[src/rtl/dds_ctrl_pkg.sv]
// Shared types and default widths for the DDS phase-increment sweep controller.
package dds_ctrl_pkg;

    localparam int unsigned DDS_INC_W   = 32;
    localparam int unsigned DDS_DWELL_W = 16;

    // Schedule encodings carried on mode_i
    typedef enum logic [1:0] {
        MODE_SINGLE = 2'b00,
        MODE_SAW    = 2'b01,
        MODE_TRI    = 2'b10,
        MODE_FIXED  = 2'b11
    } mode_e;

    typedef enum logic [1:0] {
        ST_IDLE,
        ST_LOAD,
        ST_DWELL,
        ST_WAIT_WRAP
    } state_e;

endpackage

[src/rtl/dds_step_alu.sv]
// Clamped one-step add/sub for the phase increment.
//   inc_i, step_i     : current increment and step size
//   lo_i, hi_i        : lower / upper clamp limits
//   dir_i             : 0 = step up toward hi_i, 1 = step down toward lo_i
//   nxt_o             : next increment, never beyond the limit in the step direction
//   hit_limit_o       : nxt_o sits exactly on that limit
module dds_step_alu
    import dds_ctrl_pkg::*;
#(
    parameter int unsigned INC_W = DDS_INC_W
) (
    input  logic [INC_W-1:0] inc_i,
    input  logic [INC_W-1:0] step_i,
    input  logic [INC_W-1:0] lo_i,
    input  logic [INC_W-1:0] hi_i,
    input  logic             dir_i,
    output logic [INC_W-1:0] nxt_o,
    output logic             hit_limit_o
);

    // One extra bit so neither the sum nor the floor can wrap
    logic [INC_W:0] sum_c;
    logic [INC_W:0] floor_c;

    assign sum_c   = {1'b0, inc_i} + {1'b0, step_i};
    assign floor_c = {1'b0, lo_i} + {1'b0, step_i};

    always_comb begin
        nxt_o       = inc_i;
        hit_limit_o = 1'b0;
        if (!dir_i) begin
            if (sum_c >= {1'b0, hi_i}) begin
                nxt_o       = hi_i;
                hit_limit_o = 1'b1;
            end else begin
                nxt_o = sum_c[INC_W-1:0];
            end
        end else begin
            if ({1'b0, inc_i} < floor_c) begin
                nxt_o       = lo_i;
                hit_limit_o = 1'b1;
            end else begin
                nxt_o       = inc_i - step_i;
                // an exact landing on lo_i also leaves us at the bottom
                hit_limit_o = ({1'b0, inc_i} == floor_c);
            end
        end
    end

endmodule

[src/rtl/dds_sweep_ctrl.sv]
// Phase-increment sequencer: fixed tone, single sweep, sawtooth and triangle
// schedules with per-value dwell and optional alignment to accumulator wrap.
//   clk_i, rst_i                  : clock, async active-high reset
//   start_i, abort_i              : schedule start (IDLE only) / terminate pulses
//   mode_i, start_inc_i, stop_inc_i, step_inc_i, dwell_i, sync_en_i : config, latched at start
//   acc_wrap_i                    : phase accumulator overflow strobe
//   inc_o, inc_valid_o            : phase increment and its change pulse
//   busy_o, done_o, dir_o, cfg_err_o : status
module dds_sweep_ctrl
    import dds_ctrl_pkg::*;
#(
    parameter int unsigned INC_W   = DDS_INC_W,
    parameter int unsigned DWELL_W = DDS_DWELL_W
) (
    input  logic               clk_i,
    input  logic               rst_i,
    input  logic               start_i,
    input  logic               abort_i,
    input  logic [1:0]         mode_i,
    input  logic [INC_W-1:0]   start_inc_i,
    input  logic [INC_W-1:0]   stop_inc_i,
    input  logic [INC_W-1:0]   step_inc_i,
    input  logic [DWELL_W-1:0] dwell_i,
    input  logic               sync_en_i,
    input  logic               acc_wrap_i,
    output logic [INC_W-1:0]   inc_o,
    output logic               inc_valid_o,
    output logic               busy_o,
    output logic               done_o,
    output logic               dir_o,
    output logic               cfg_err_o
);

    state_e             state_q, state_d;
    mode_e              mode_q, mode_d;
    logic [INC_W-1:0]   lo_q, lo_d, hi_q, hi_d, step_q, step_d;
    logic [DWELL_W-1:0] dwell_q, dwell_d, cnt_q, cnt_d;
    logic               sync_q, sync_d;
    logic [INC_W-1:0]   inc_q, inc_d;
    logic               inc_valid_q, inc_valid_d;
    logic               busy_q, busy_d, done_q, done_d;
    logic               dir_q, dir_d, cfg_err_q, cfg_err_d;
    // inc_q currently equals the limit it was stepping toward
    logic               lim_q, lim_d;

    logic [DWELL_W-1:0] reload_c;
    logic               dir_eff_c;
    logic               do_upd_c;
    logic [INC_W-1:0]   alu_nxt_c;
    logic               alu_hit_c;

    // dwell of 0 behaves as 1
    assign reload_c  = (dwell_q == '0) ? '0 : dwell_q - DWELL_W'(1);
    // triangle turns around on the same update that leaves a limit
    assign dir_eff_c = (mode_q == MODE_TRI && lim_q) ? ~dir_q : dir_q;

    dds_step_alu #(.INC_W(INC_W)) u_alu (
        .inc_i       (inc_q),
        .step_i      (step_q),
        .lo_i        (lo_q),
        .hi_i        (hi_q),
        .dir_i       (dir_eff_c),
        .nxt_o       (alu_nxt_c),
        .hit_limit_o (alu_hit_c)
    );

    // State and output registers
    always_ff @(posedge clk_i or posedge rst_i) begin
        if (rst_i) begin
            state_q     <= ST_IDLE;
            mode_q      <= MODE_SINGLE;
            lo_q        <= '0;
            hi_q        <= '0;
            step_q      <= '0;
            dwell_q     <= '0;
            sync_q      <= 1'b0;
            cnt_q       <= '0;
            inc_q       <= '0;
            inc_valid_q <= 1'b0;
            busy_q      <= 1'b0;
            done_q      <= 1'b0;
            dir_q       <= 1'b0;
            cfg_err_q   <= 1'b0;
            lim_q       <= 1'b0;
        end else begin
            state_q     <= state_d;
            mode_q      <= mode_d;
            lo_q        <= lo_d;
            hi_q        <= hi_d;
            step_q      <= step_d;
            dwell_q     <= dwell_d;
            sync_q      <= sync_d;
            cnt_q       <= cnt_d;
            inc_q       <= inc_d;
            inc_valid_q <= inc_valid_d;
            busy_q      <= busy_d;
            done_q      <= done_d;
            dir_q       <= dir_d;
            cfg_err_q   <= cfg_err_d;
            lim_q       <= lim_d;
        end
    end

    // Next-state and output logic
    always_comb begin
        state_d     = state_q;
        mode_d      = mode_q;
        lo_d        = lo_q;
        hi_d        = hi_q;
        step_d      = step_q;
        dwell_d     = dwell_q;
        sync_d      = sync_q;
        cnt_d       = cnt_q;
        inc_d       = inc_q;
        inc_valid_d = 1'b0;
        busy_d      = busy_q;
        done_d      = 1'b0;
        dir_d       = dir_q;
        cfg_err_d   = 1'b0;
        lim_d       = lim_q;
        do_upd_c    = 1'b0;

        case (state_q)
            ST_IDLE: begin
                if (start_i && !abort_i) begin
                    if (mode_i != MODE_FIXED &&
                        (step_inc_i == '0 || start_inc_i > stop_inc_i)) begin
                        cfg_err_d = 1'b1;
                    end else begin
                        mode_d  = mode_e'(mode_i);
                        lo_d    = start_inc_i;
                        hi_d    = stop_inc_i;
                        step_d  = step_inc_i;
                        dwell_d = dwell_i;
                        sync_d  = sync_en_i;
                        busy_d  = 1'b1;
                        state_d = ST_LOAD;
                    end
                end
            end
            ST_LOAD: begin
                inc_d       = lo_q;
                inc_valid_d = 1'b1;
                dir_d       = 1'b0;
                lim_d       = (lo_q == hi_q);
                cnt_d       = reload_c;
                if (mode_q == MODE_FIXED) begin
                    busy_d  = 1'b0;
                    done_d  = 1'b1;
                    state_d = ST_IDLE;
                end else begin
                    state_d = ST_DWELL;
                end
            end
            ST_DWELL: begin
                if (cnt_q != '0) begin
                    cnt_d = cnt_q - DWELL_W'(1);
                end else if (!sync_q || acc_wrap_i) begin
                    do_upd_c = 1'b1;
                end else begin
                    state_d = ST_WAIT_WRAP;
                end
            end
            ST_WAIT_WRAP: begin
                if (acc_wrap_i) begin
                    do_upd_c = 1'b1;
                end
            end
            default: state_d = ST_IDLE;
        endcase

        // End-of-dwell update
        if (do_upd_c) begin
            cnt_d   = reload_c;
            state_d = ST_DWELL;
            if (lim_q && !dir_q && mode_q == MODE_SINGLE) begin
                busy_d  = 1'b0;
                done_d  = 1'b1;
                state_d = ST_IDLE;
            end else if (lim_q && !dir_q && mode_q == MODE_SAW) begin
                inc_d       = lo_q;
                inc_valid_d = (lo_q != inc_q);
                lim_d       = (lo_q == hi_q);
            end else begin
                inc_d       = alu_nxt_c;
                dir_d       = dir_eff_c;
                inc_valid_d = (alu_nxt_c != inc_q);
                lim_d       = alu_hit_c;
            end
        end

        // Abort overrides everything, including a same-cycle start
        if (abort_i) begin
            state_d     = ST_IDLE;
            inc_d       = '0;
            inc_valid_d = 1'b0;
            busy_d      = 1'b0;
            done_d      = 1'b0;
            dir_d       = 1'b0;
            cfg_err_d   = 1'b0;
            lim_d       = 1'b0;
        end
    end

    assign inc_o       = inc_q;
    assign inc_valid_o = inc_valid_q;
    assign busy_o      = busy_q;
    assign done_o      = done_q;
    assign dir_o       = dir_q;
    assign cfg_err_o   = cfg_err_q;

endmodule

[config.mk]
export PLATFORM = sky130hd
export DESIGN_NAME = dds_sweep_ctrl
export DESIGN_NICKNAME = d
export VERILOG_FILES = /design/src/rtl/dds_ctrl_pkg.sv /design/src/rtl/dds_step_alu.sv /design/src/rtl/dds_sweep_ctrl.sv
export SDC_FILE = /design/constraint.sdc
export NUM_CORES = 1
export LEC_CHECK = 0
export CAP_MARGIN = 20
export CORE_AREA = 8 8 165 198
export CTS_BUF_LIST = sky130_fd_sc_hd__clkbuf_16
export DETAILED_ROUTE_END_ITERATION = 6
export DIE_AREA = 0 0 173 206
export PLACE_DENSITY = 0.93
export SLEW_MARGIN = 20
export SYNTH_ARGS = -nofsm -noshare
export SYNTH_HDL_FRONTEND = slang
export SYNTH_SLANG_ARGS = --single-unit
export TNS_END_PERCENT = 100
[constraint.sdc]
create_clock -name clk_i -period 8.7 [get_ports clk_i]
set_clock_uncertainty 0.2 [all_clocks]
set_input_delay 2.175 -clock clk_i [delete_from_list [all_inputs] [get_ports clk_i]]
set_output_delay 2.175 -clock clk_i [all_outputs]
set_load 0.05 [all_outputs]
==> reports/qor.txt <==
CP most frequent cell = a21oi_1
Pre-Repair DR Iteration Count = 6
sw frac = 53.3%
Hold Buf Count CTS = 0
maximum fanout along the worst path = 14
CP top delay family = compound AO/OA/AOI/OAI gates
VDD IR-drop max = 0.209 mV
CP endpoint kind = register
Post-DRT Antenna Nets = 0
Die Wd = 173 µm
Final setup viols = 0
CP Data Required Time = 8800 ps
CTS tree = built
WS Path Type = reg -> reg
combinational share of power = 67.9%
Worst path slowest cell = dfrtp_1
Critical Path Max Stage Delay = 490 ps
Placement Rows = 69
CP startpoint = lo_q[14]$_DFFE_PP0P_
reg2reg path depth = 29
initial antenna violation count = 1
Area Overhead vs Synth = 14.3%
Slew Limit Headroom = 17.1%
outcome = completed
DRT iter0 DRCs = 2675
setup TNS = 0 ps
Final Critical Period = 7990 ps
CP endpoint = inc_valid_o$_DFF_PP0_
worst slack at placement = 868 ps
commonest non-fill, non-tap cell in the layout = ha_1
Worst Hold Class = reg -> reg
crit share post-route = 91.9%
clk root buf = clkbuf_16
Flop pwr share = 21.7%
via/cell ratio = 7.00
clock buffer depth = 2
Stages on worst setup path = 29
IO Port Bufs = 156
# diodes = 0
largest net degree at the start of global routing = 95
Leakage = 8.85 nW
filler instances = 2320
die area = 35600 µm²
GR Overflow Total = 0
Initial Utilization = 59.3%
Internal = 0.00333 W
buffers and inverters on the worst path = 1
wire per inst = 25.7 µm
number of buffers created by CTS = 17
setup bufs post-CTS = 0
Critical R2R Launch = lo_q[14]$_DFFE_PP0P_
Yosys Warn Count = 0
library cells used by synthesis = 91
Post-synth EDFFs = 0
DR vias = 18.3k
WL final = 67400 µm
IO Count = 157
Worst Tran Pin Value = 1230 ps
multi-input logic area = 12200 µm²
Clock Sink Count = 171
register area share after synthesis = 24.6%
placer congestion estimate = 1.07
DRC errors left = 0
R2R Setup Slk = 710 ps
min-delay src = hi_q[18]$_DFFE_PP0P_
Psw = 0.00380 W
CP startpoint kind = register
fmax = 125 MHz
Post-Syn Nets = 2422
Mean Syn Cell Area = 8.29 µm²
DIE HEIGHT = 206 µm
Mapped Cells = 2102
Seq cells post-synth = 171
Detailed Place HPWL = 52800 µm
Post-synth ARST share = 100%
most frequent cells in the layout = 196 x ha_1, 171 x dfrtp_1, 165 x inv_1
clock network fraction of design power = 10.5%
PwrDens = 358 nW/µm²
H-tree lvl count = 4
GRT Util Overall = 37.0%
layout cells sized above 1 = 8.12%
Core ar. = 29400 µm²
post-CTS resize count = 0
CP Data Arrival Time = 8090 ps
reg2reg end = inc_valid_o$_DFF_PP0_
FF+latch area = 4280 µm²
post-synthesis instance area = 17400 µm²
Slew Viols, Final = 0
Synth Flop Type = dfrtp_1
Worst-path clk slew = 70 ps
final net count = 2537
Util after Layout = 67.8%
final hold vios = 0
min setup slack post-route = 705 ps
global-route wire length before repair = 103000 µm
max-cap viol count = 0
clk_lat worst skew = 440 ps
RSZ-0062 raised after global routing = no
vias in the first global route = 18.1k
[logic make-up after synthesis]
family | Yosys count | synth area share (%)
AOI/OAI and AO/OA | 629 | 24.2
and+or+nand+nor | 611 | 17.6
buffers and inverters | 250 | 5.47
adders and majority gates | 200 | 14.5
DFF | 171 | 24.6
xor gates and xnor gates | 131 | 6.59
muxes | 110 | 6.99
[registers in the layout, summed over array words and instances (netlist names), 2 cells and up]
| name | flops |
|---|---|
| dwell_q | 16 |
| inc_o | 32 |
| step_q | 32 |
| hi_q | 32 |
| state_q | 2 |
| mode_q | 2 |
| lo_q | 32 |
| cnt_q | 16 |
[power by group through the flow]
stage	Sequential (W)	Clock [W]	Combinational (W)
floorplan	0.00139	0	0.00329
global placement	0.00151	0	0.00447
detailed placement	0.00152	0	0.00461
CTS	0.00151	0.000743	0.00465
global route	0.00156	0.000777	0.00520
finish	0.00155	0.000746	0.00484
[synth_stat cells (all sizes together), types with 8 or more instances]
library cell | n | area, µm²
o32ai | 8 | 70.1
o31ai | 13 | 103
a31oi | 18 | 113
xor2 | 65 | 569
nand3 | 33 | 165
nand2b | 15 | 93.8
o22ai | 12 | 75.1
a22o | 9 | 78.8
nor4 | 41 | 257
mux2 | 90 | 1020
o221ai | 9 | 78.8
o211a | 9 | 90.1
a21o | 39 | 293
nand2 | 149 | 559
or3 | 14 | 92.6
nand4 | 38 | 238
a221oi | 11 | 96.3
nor2b | 28 | 175
o31a | 8 | 70.1
buf | 11 | 56.3
o211ai | 20 | 150
nor3 | 85 | 425
nor2 | 139 | 529
a2111oi | 15 | 153
a21boi | 8 | 60.1
clkbuf | 74 | 278
or4 | 8 | 60.1
a211o | 11 | 96.3
xnor2 | 66 | 578
o21bai | 12 | 90.1
a21oi | 160 | 801
ha | 197 | 2460
inv | 164 | 616
and2 | 10 | 62.6
mux2i | 20 | 200
and3 | 14 | 92.6
dfrtp | 171 | 4280
o21ai | 135 | 676
o21a | 20 | 150
a211oi | 44 | 343
[stage by stage]
step / std cells / hold slack (ps) / cell area [µm²] / total power [W]
floorplan: 2102 / 258 / 17400 / 0.00468
global placement: 2588 / 276 / 19400 / 0.00597
detailed placement: 2588 / 294 / 19400 / 0.00613
CTS: 2620 / 325 / 19900 / 0.00690
global route: 2620 / 346 / 19900 / 0.00754
finish: 2620 / 338 / 19900 / 0.00713
[tightest hold or removal path, cell delays in order, from the launching register on]
cell     delay, ps
dfrtp_1        380
nand2_1         60
o21ai_0         60
[worst min-delay path by stage]
stage,end,slack [ps],depth (start not counted)
finish,hi_q[18]$_DFFE_PP0P_,340,2
floorplan,cnt_q[6]$_DFFE_PP0P_,260,1
global placement,cnt_q[6]$_DFFE_PP0P_,280,1
global route,cnt_q[3]$_DFFE_PP0P_,350,1
CTS,cnt_q[3]$_DFFE_PP0P_,330,1
detailed placement,cnt_q[6]$_DFFE_PP0P_,290,1
[layout make-up]
class | count | area share, %
clock buffer | 17 | 2.14
sequential | 171 | 21.5
clock inverter | 15 | 0.641
tap | 390 | 2.45
timing repair buffer | 181 | 8.79
multi-input combinational | 1681 | 61.4
inverter | 165 | 3.14
[metal layers]
metal	GRT usage (%)	vias to the layer above	share of wire (%)
met5	0	-	0.021
met4	22.1	2	6.7
met3	9.87	299	13
met2	58.8	1394	44
met1	44.6	8621	36
li1	-	8012	-
No activity file was read; power rests on OpenSTA's default activity.
